--- src/rtl/cla_pkg.sv ---
// Shared types and parameter checks for the pipelined carry-lookahead adder.
// Contents:
//   op_e              - operation select encoding (add / subtract)
//   CLA_WIDTH/BLOCK/STAGES - default geometry
//   cla_params_legal  - true when the geometry splits evenly into stages and groups
package cla_pkg;

  typedef enum logic {
    OP_ADD = 1'b0,
    OP_SUB = 1'b1
  } op_e;

  localparam int unsigned CLA_WIDTH  = 32;
  localparam int unsigned CLA_BLOCK  = 4;
  localparam int unsigned CLA_STAGES = 2;

  // Every stage must hold a whole number of lookahead groups, and there can be
  // no more stages than groups.
  function automatic bit cla_params_legal(int unsigned width, int unsigned block,
                                          int unsigned stages);
    if (block == 0 || stages == 0 || width == 0) return 1'b0;
    if ((width % (block * stages)) != 0) return 1'b0;
    return stages <= (width / block);
  endfunction

endpackage

--- src/rtl/cla_block.sv ---
// BLOCK-bit carry-lookahead slice.
// Ports:
//   a, b   - slice operands (b already conditioned for subtract by the caller)
//   cin    - carry into bit 0 of the slice
//   sum    - slice sum
//   p_grp  - group propagate (all bits propagate)
//   g_grp  - group generate (slice generates a carry regardless of cin)
//   cout   - carry out of the slice top bit
module cla_block import cla_pkg::*; #(
  parameter int unsigned BLOCK = CLA_BLOCK
) (
  input  logic [BLOCK-1:0] a,
  input  logic [BLOCK-1:0] b,
  input  logic             cin,
  output logic [BLOCK-1:0] sum,
  output logic             p_grp,
  output logic             g_grp,
  output logic             cout
);

  logic [BLOCK-1:0] p;
  logic [BLOCK-1:0] g;
  logic [BLOCK:0]   c;
  logic             grp_g;
  logic             grp_p;

  assign p = a ^ b;
  assign g = a & b;

  // Each carry is built as a flat sum of products: g[i-1] | p[i-1]g[i-2] | ...
  // | p[i-1..0]cin, so no carry waits on a lower carry inside the slice.
  always_comb begin
    logic acc;
    logic pr;
    acc   = 1'b0;
    pr    = 1'b1;
    grp_g = 1'b0;
    grp_p = 1'b1;
    c     = '0;
    c[0]  = cin;
    for (int unsigned i = 1; i <= BLOCK; i++) begin
      acc = 1'b0;
      pr  = 1'b1;
      for (int unsigned j = i; j > 0; j--) begin
        acc = acc | (pr & g[j-1]);
        pr  = pr & p[j-1];
      end
      c[i] = acc | (pr & cin);
      if (i == BLOCK) begin
        grp_g = acc;
        grp_p = pr;
      end
    end
  end

  assign sum   = p ^ c[BLOCK-1:0];
  assign p_grp = grp_p;
  assign g_grp = grp_g;
  assign cout  = c[BLOCK];

endmodule

--- src/rtl/cla_adder_pipelined.sv ---
// Pipelined carry-lookahead adder/subtractor with valid/ready handshakes.
// The operand is cut into STAGES equal chunks, least significant first. Stage k
// sums chunk k with lookahead over BLOCK-bit groups and registers the result,
// its carry, the already-finished lower sum bits and the still-unsummed upper
// operand bits. The last stage register drives the outputs.
// Ports:
//   clk, rst_n          - clock, asynchronous active-low reset
//   in_valid / in_ready - input handshake for a, b, cin, op_sub
//   a, b, cin, op_sub   - operands, carry in, 0 = add / 1 = subtract (a + ~b + cin)
//   out_valid/out_ready - output handshake
//   sum, cout, ovf, zero - result, carry out, signed overflow, sum == 0
module cla_adder_pipelined import cla_pkg::*; #(
  parameter int unsigned WIDTH  = CLA_WIDTH,
  parameter int unsigned BLOCK  = CLA_BLOCK,
  parameter int unsigned STAGES = CLA_STAGES
) (
  input  logic             clk,
  input  logic             rst_n,
  input  logic             in_valid,
  output logic             in_ready,
  input  logic [WIDTH-1:0] a,
  input  logic [WIDTH-1:0] b,
  input  logic             cin,
  input  logic             op_sub,
  output logic             out_valid,
  input  logic             out_ready,
  output logic [WIDTH-1:0] sum,
  output logic             cout,
  output logic             ovf,
  output logic             zero
);

  localparam bit          LEGAL = cla_params_legal(WIDTH, BLOCK, STAGES);
  localparam int unsigned CHUNK = WIDTH / STAGES;
  localparam int unsigned BPC   = CHUNK / BLOCK;

  if (!LEGAL) begin : g_illegal
    $error("cla_adder_pipelined: WIDTH must be a multiple of BLOCK*STAGES");
  end

  op_e              op;
  logic [WIDTH-1:0] b_eff;

  assign op    = op_e'(op_sub);
  assign b_eff = (op == OP_SUB) ? ~b : b;

  // ---------------------------------------------------------------------------
  // Flow control: free[k] means stage k may load this cycle (it is empty or its
  // content moves on). Built from the output side only, so in_ready never
  // depends on in_valid.
  // ---------------------------------------------------------------------------
  logic [STAGES-1:0] v;
  logic [STAGES-1:0] free;

  always_comb begin
    free             = '0;
    free[STAGES-1]   = !v[STAGES-1] | out_ready;
    for (int unsigned i = 1; i < STAGES; i++) begin
      free[STAGES-1-i] = !v[STAGES-1-i] | free[STAGES-i];
    end
  end

  assign in_ready = free[0];

  always_ff @(posedge clk or negedge rst_n) begin
    if (!rst_n) begin
      v <= '0;
    end else begin
      if (free[0]) v[0] <= in_valid;
      for (int unsigned k = 1; k < STAGES; k++) begin
        if (free[k]) v[k] <= v[k-1];
      end
    end
  end

  // ---------------------------------------------------------------------------
  // Datapath stages
  // ---------------------------------------------------------------------------
  for (genvar k = 0; k < STAGES; k++) begin : g_stage
    // Operand bits not yet summed when data enters this stage.
    localparam int unsigned REM = WIDTH - k * CHUNK;

    logic [REM-1:0]         ra;
    logic [REM-1:0]         rb;
    logic                   rc;
    logic                   load;
    logic [CHUNK-1:0]       cs;
    logic                   co;
    logic [(k+1)*CHUNK-1:0] sum_d;
    logic [(k+1)*CHUNK-1:0] sum_q;
    logic                   carry_q;

    if (k == 0) begin : g_src
      assign ra    = a;
      assign rb    = b_eff;
      assign rc    = cin;
      assign load  = free[0] & in_valid;
      assign sum_d = cs;
    end else begin : g_src
      assign ra    = g_stage[k-1].g_fwd.a_q;
      assign rb    = g_stage[k-1].g_fwd.b_q;
      assign rc    = g_stage[k-1].carry_q;
      assign load  = free[k] & v[k-1];
      assign sum_d = {cs, g_stage[k-1].sum_q};
    end

    // Group lookahead across the slices of this chunk.
    logic [BPC-1:0] bp;
    logic [BPC-1:0] bg;
    logic [BPC-1:0] bc;
    logic [BPC:0]   c;

    for (genvar j = 0; j < BPC; j++) begin : g_blk
      cla_block #(.BLOCK(BLOCK)) u_blk (
        .a     (ra[j*BLOCK +: BLOCK]),
        .b     (rb[j*BLOCK +: BLOCK]),
        .cin   (c[j]),
        .sum   (cs[j*BLOCK +: BLOCK]),
        .p_grp (bp[j]),
        .g_grp (bg[j]),
        .cout  (bc[j])
      );
    end

    always_comb begin
      logic acc;
      logic pr;
      acc  = 1'b0;
      pr   = 1'b1;
      c    = '0;
      c[0] = rc;
      for (int unsigned i = 1; i <= BPC; i++) begin
        acc = 1'b0;
        pr  = 1'b1;
        for (int unsigned j = i; j > 0; j--) begin
          acc = acc | (pr & bg[j-1]);
          pr  = pr & bp[j-1];
        end
        c[i] = acc | (pr & rc);
      end
    end

    assign co = c[BPC];

    // The slice carry-outs are redundant with the group lookahead carries.
    a_slice_carry_agrees: assert property (@(posedge clk) disable iff (!rst_n)
      bc == c[BPC:1]);

    always_ff @(posedge clk or negedge rst_n) begin
      if (!rst_n) begin
        sum_q   <= '0;
        carry_q <= 1'b0;
      end else if (load) begin
        sum_q   <= sum_d;
        carry_q <= co;
      end
    end

    // Upper operand bits ride along, skewed, until their stage sums them.
    if (k < STAGES - 1) begin : g_fwd
      logic [REM-CHUNK-1:0] a_q;
      logic [REM-CHUNK-1:0] b_q;
      always_ff @(posedge clk or negedge rst_n) begin
        if (!rst_n) begin
          a_q <= '0;
          b_q <= '0;
        end else if (load) begin
          a_q <= ra[REM-1:CHUNK];
          b_q <= rb[REM-1:CHUNK];
        end
      end
    end else begin : g_out
      logic ovf_d;
      logic zero_d;
      logic ovf_q;
      logic zero_q;
      // Carry into the MSB recovered as sum ^ a ^ b at that bit.
      assign ovf_d  = co ^ (cs[CHUNK-1] ^ ra[CHUNK-1] ^ rb[CHUNK-1]);
      assign zero_d = ~|sum_d;
      always_ff @(posedge clk or negedge rst_n) begin
        if (!rst_n) begin
          ovf_q  <= 1'b0;
          zero_q <= 1'b0;
        end else if (load) begin
          ovf_q  <= ovf_d;
          zero_q <= zero_d;
        end
      end
    end
  end

  assign out_valid = v[STAGES-1];
  assign sum       = g_stage[STAGES-1].sum_q;
  assign cout      = g_stage[STAGES-1].carry_q;
  assign ovf       = g_stage[STAGES-1].g_out.ovf_q;
  assign zero      = g_stage[STAGES-1].g_out.zero_q;

endmodule
--- config.mk ---
export PLATFORM = sky130hd
export DESIGN_NAME = cla_adder_pipelined
export DESIGN_NICKNAME = d
export VERILOG_FILES = /design/src/rtl/cla_pkg.sv /design/src/rtl/cla_block.sv /design/src/rtl/cla_adder_pipelined.sv
export SDC_FILE = /design/constraint.sdc
export NUM_CORES = 1
export LEC_CHECK = 0
export CORE_MARGIN = 2
export CORE_UTILIZATION = 55
export CTS_CLUSTER_SIZE = 20
export DETAILED_ROUTE_END_ITERATION = 10
export PLACE_DENSITY = 0.84
export SETUP_SLACK_MARGIN = 0.4
export SYNTH_ARGS = -nofsm -noshare
export SYNTH_HDL_FRONTEND = slang
export SYNTH_SLANG_ARGS = --single-unit
--- constraint.sdc ---
create_clock -name clk -period 5.3 [get_ports clk]
set_input_delay 0.795 -clock clk [delete_from_list [all_inputs] [get_ports clk]]
set_output_delay 0.795 -clock clk [all_outputs]
set_load 0.02 [all_outputs]
==> out/metrics.yaml <==
drt_iter0_drc: 109
postRouteWirelength_um: 10700
p_leak_nw: 2.73
synthesis.instances: 463
slew-limit-headroom: 0.297
synth_area_per_cell_um2: 10.6
initial_core_util: 0.563
post-synth-top-count-cell: "sky130_fd_sc_hd__dfrtp_1"
synth.yosys.warnings: 0
post_cts.repair.setup_buffers: 0
timing_worst_slew_pin_value_ps: 1050
multi_input_area_um2: 2620
clock-sinks: 86
worst_setup_path_startpoint: "op_sub"
period_share: 0.690
core_area_um2: 8680
seqCellArea_um2: 2150
grt_start_max_net_pins: 87
timing_worst_setup_path_type: "in -> reg"
cts_made_buffers: 9
seq_area_frac_synth: 0.440
critPathMaxFanout: 26
clk-insertion-delay-late_ps: 350
hold_path.startpoint: "sum[27]"
routabilityCongestion: 0.869
post_cts_resize_count: 0
detailedPlacementHpwl_um: 8020
cp_data_arrival_time_ps: 3870
r2r_setup_slack_ps: 1750
grt_antenna_before_repair: 0
antenna_cells_inserted: 0
synth_top_cell_area_share: 0.440
cts.root.buffer_cell: "sky130_fd_sc_hd__clkbuf_8"
clock_tree.htree_level_count: 3
synth_compound_area_frac: 0.115
groute.usage.overall: 0.224
grt_setup_unrepaired: "false"
timing.max_cap.violations: 0
synth_top_cells_by_count: "sky130_fd_sc_hd__dfrtp_1 (86), sky130_fd_sc_hd__nand2_1 (57), sky130_fd_sc_hd__o21ai_0 (45)"
antenna_violating_nets_post_route: 0
hold_viol_final: 0
slew_viol_final: 0
yosys_register_bits: 86
number_of_input_and_output_port_buffers_inserted: 106
p_per_area_nw_per_um2: 414
synth_top_family_by_area: "compound AO/OA/AOI/OAI gates"
detail_route.vias_per_cell: 5.58
detailedRoute.firstPassIterationCount: 4
synth_mux_area_frac: 0.0901
netlist_top_cells_area: "sky130_fd_sc_hd__dfrtp_1 (44%), sky130_fd_sc_hd__mux2_2 (8.3%), sky130_fd_sc_hd__ha_1 (8.2%)"
first_global_vias: 3699
worst_hold_path_type: "reg -> reg"
yosys.area_share.adder: 0.115
outcome: "finished, final reports clean"
detail_route.wl_per_cell_um: 15.8
cp_data_required_time_ps: 5510
fillers: 636
worst_hold_slack_ps: 487
design.final.nets: 674
fraction_of_final_layout_cells_sized_beyond_drive_strength_1: 0.111
r2r-start: "g_stage[0].g_fwd.a_q[0]"
clock_path_buffers: 2
setup_total_negative_slack_ps: 0
setup.worst_path.start_class: "input port"
clkTransAtPathRegs_ps: 70
cts_tree: "yes"
synthSimpleGateAreaFrac: 0.109
fmax_mhz: 274
dieHeight_um: 98.3
total_global_routing_overflow: 0
die_x_um: 98.3
floorplan.die_area_um2: 9660
grt_pass1_wl_um: 17400
area.growth.synth_to_final_pct: 27.7
final_util: 0.719
synth_xor_area_frac: 0.106
io_pins: 107
vias: 3768
mappedNetlistNets: 573
core.rowCount: 34
postCtsHoldBufs: 0
irDropWorstVdd_uv: 200
finalWorstPathRequiredPeriod_ps: 3660
setup_violations: 0
critPathCaptureType: "flop"
netlist.top_cell.by_area: "sky130_fd_sc_hd__dfrtp_1"
synthDistinctLibCells: 43
drcViolationCount: 0
synth-edff-count: 0
syn-cell-area_um2: 4890
synth_top_flop_cell: "sky130_fd_sc_hd__dfrtp_1"
async_flop_share: 1.00
skew_ps: 11.9
registers in the layout, indices dropped and copies added, names as in the netlist:
register	cells
g_stage.carry_q	1
g_stage.sum_q	16
v	2
cout	1
g_stage.g_fwd.b_q	16
ovf	1
g_stage.g_fwd.a_q	16
sum	32
zero	1
metal layers:
metal	part of all wire	GRT usage	vias up
li1	-	-	1810
met1	0.45	0.298	1823
met4	0.018	0.0727	0
met3	0.047	0.0415	18
met5	0	0	-
met2	0.49	0.375	117
cell usage in the layout (no fill, tap or decap), drive strengths merged, types with 2 or more instances in the layout:
master         netlist  final
a211oi               5      5
a21o                 7      7
a21oi               12     12
a311oi               3      3
a31oi                2      2
a41oi                2      2
and3                 2      2
buf                  5      5
bufinv               0      2
clkbuf              14     10
clkdlybuf4s50        0    104
dfrtp               86     86
fa                   8      8
ha                  32     32
inv                 13     13
mux2                37     37
mux2i                2      2
nand2               57     57
nand2b               5      5
nand3                5      5
nand4                2      2
nor2                22     22
nor2b                5      5
nor3                 7      7
nor4                 6      6
o21a                 3      3
o21ai               49     49
or3                  4      4
xnor2               25     25
xor2                34     34
through the flow:
| stage | setup WS, ps | power (mW) | std cells | instance area, um2 |
|---|---|---|---|---|
| global route | 1510 | 2.74 | 675 | 6240 |
| detailed placement | 1370 | 2.10 | 661 | 6030 |
| finish | 1640 | 2.59 | 675 | 6240 |
| floorplan | 1560 | 1.64 | 463 | 4890 |
| CTS | 1700 | 2.60 | 675 | 6240 |
| global placement | 1510 | 2.06 | 661 | 6030 |
path summary, 6_finish.rpt:
kind | cells after the start | endpoint
min reg2reg | 2 | sum[27]
min in group asynchronous | 1 | sum[22]
max reg2reg | 12 | zero
max | 12 | g_stage[0].sum_q[14]
min | 2 | sum[27]
max in group asynchronous | 1 | g_stage[0].sum_q[7]
worst max-delay path, stage by stage:
cell                        delay [ps]
sky130_fd_sc_hd__buf_2             210
sky130_fd_sc_hd__buf_4             440
sky130_fd_sc_hd__xor2_1            200
sky130_fd_sc_hd__ha_1              310
sky130_fd_sc_hd__a21o_1            180
sky130_fd_sc_hd__a21o_1            190
sky130_fd_sc_hd__or3_1             340
sky130_fd_sc_hd__a41oi_1           240
sky130_fd_sc_hd__o31ai_1           180
sky130_fd_sc_hd__a21o_1            210
sky130_fd_sc_hd__a2111oi_0         460
sky130_fd_sc_hd__nor3_1            110
where the power goes:
group / internal, mW / switching (mW)
logic: 0.546 / 0.564
clock network: 0.272 / 0.221
registers: 0.848 / 0.136
final cells by class:
cell class                 count  share of cell area
clock inverter                 4              0.0116
tap                          108              0.0216
sequential                    86               0.345
clock buffer                  10              0.0220
inverter                      13             0.00782
timing repair buffer         109               0.172
multi-input combinational    345               0.420
cell families (layout without fill, tap and decap cells):
kind of cell,Yosys count,in the layout
buffers and inverters,32,136
XOR/XNOR,59,59
AND/OR/NAND/NOR,117,117
adder cells (fa/ha/maj),40,40
AO/OA/AOI/OAI,90,90
multiplexers,39,39
flip-flops,86,86
Note: power is estimated with default switching activity, not from simulation.
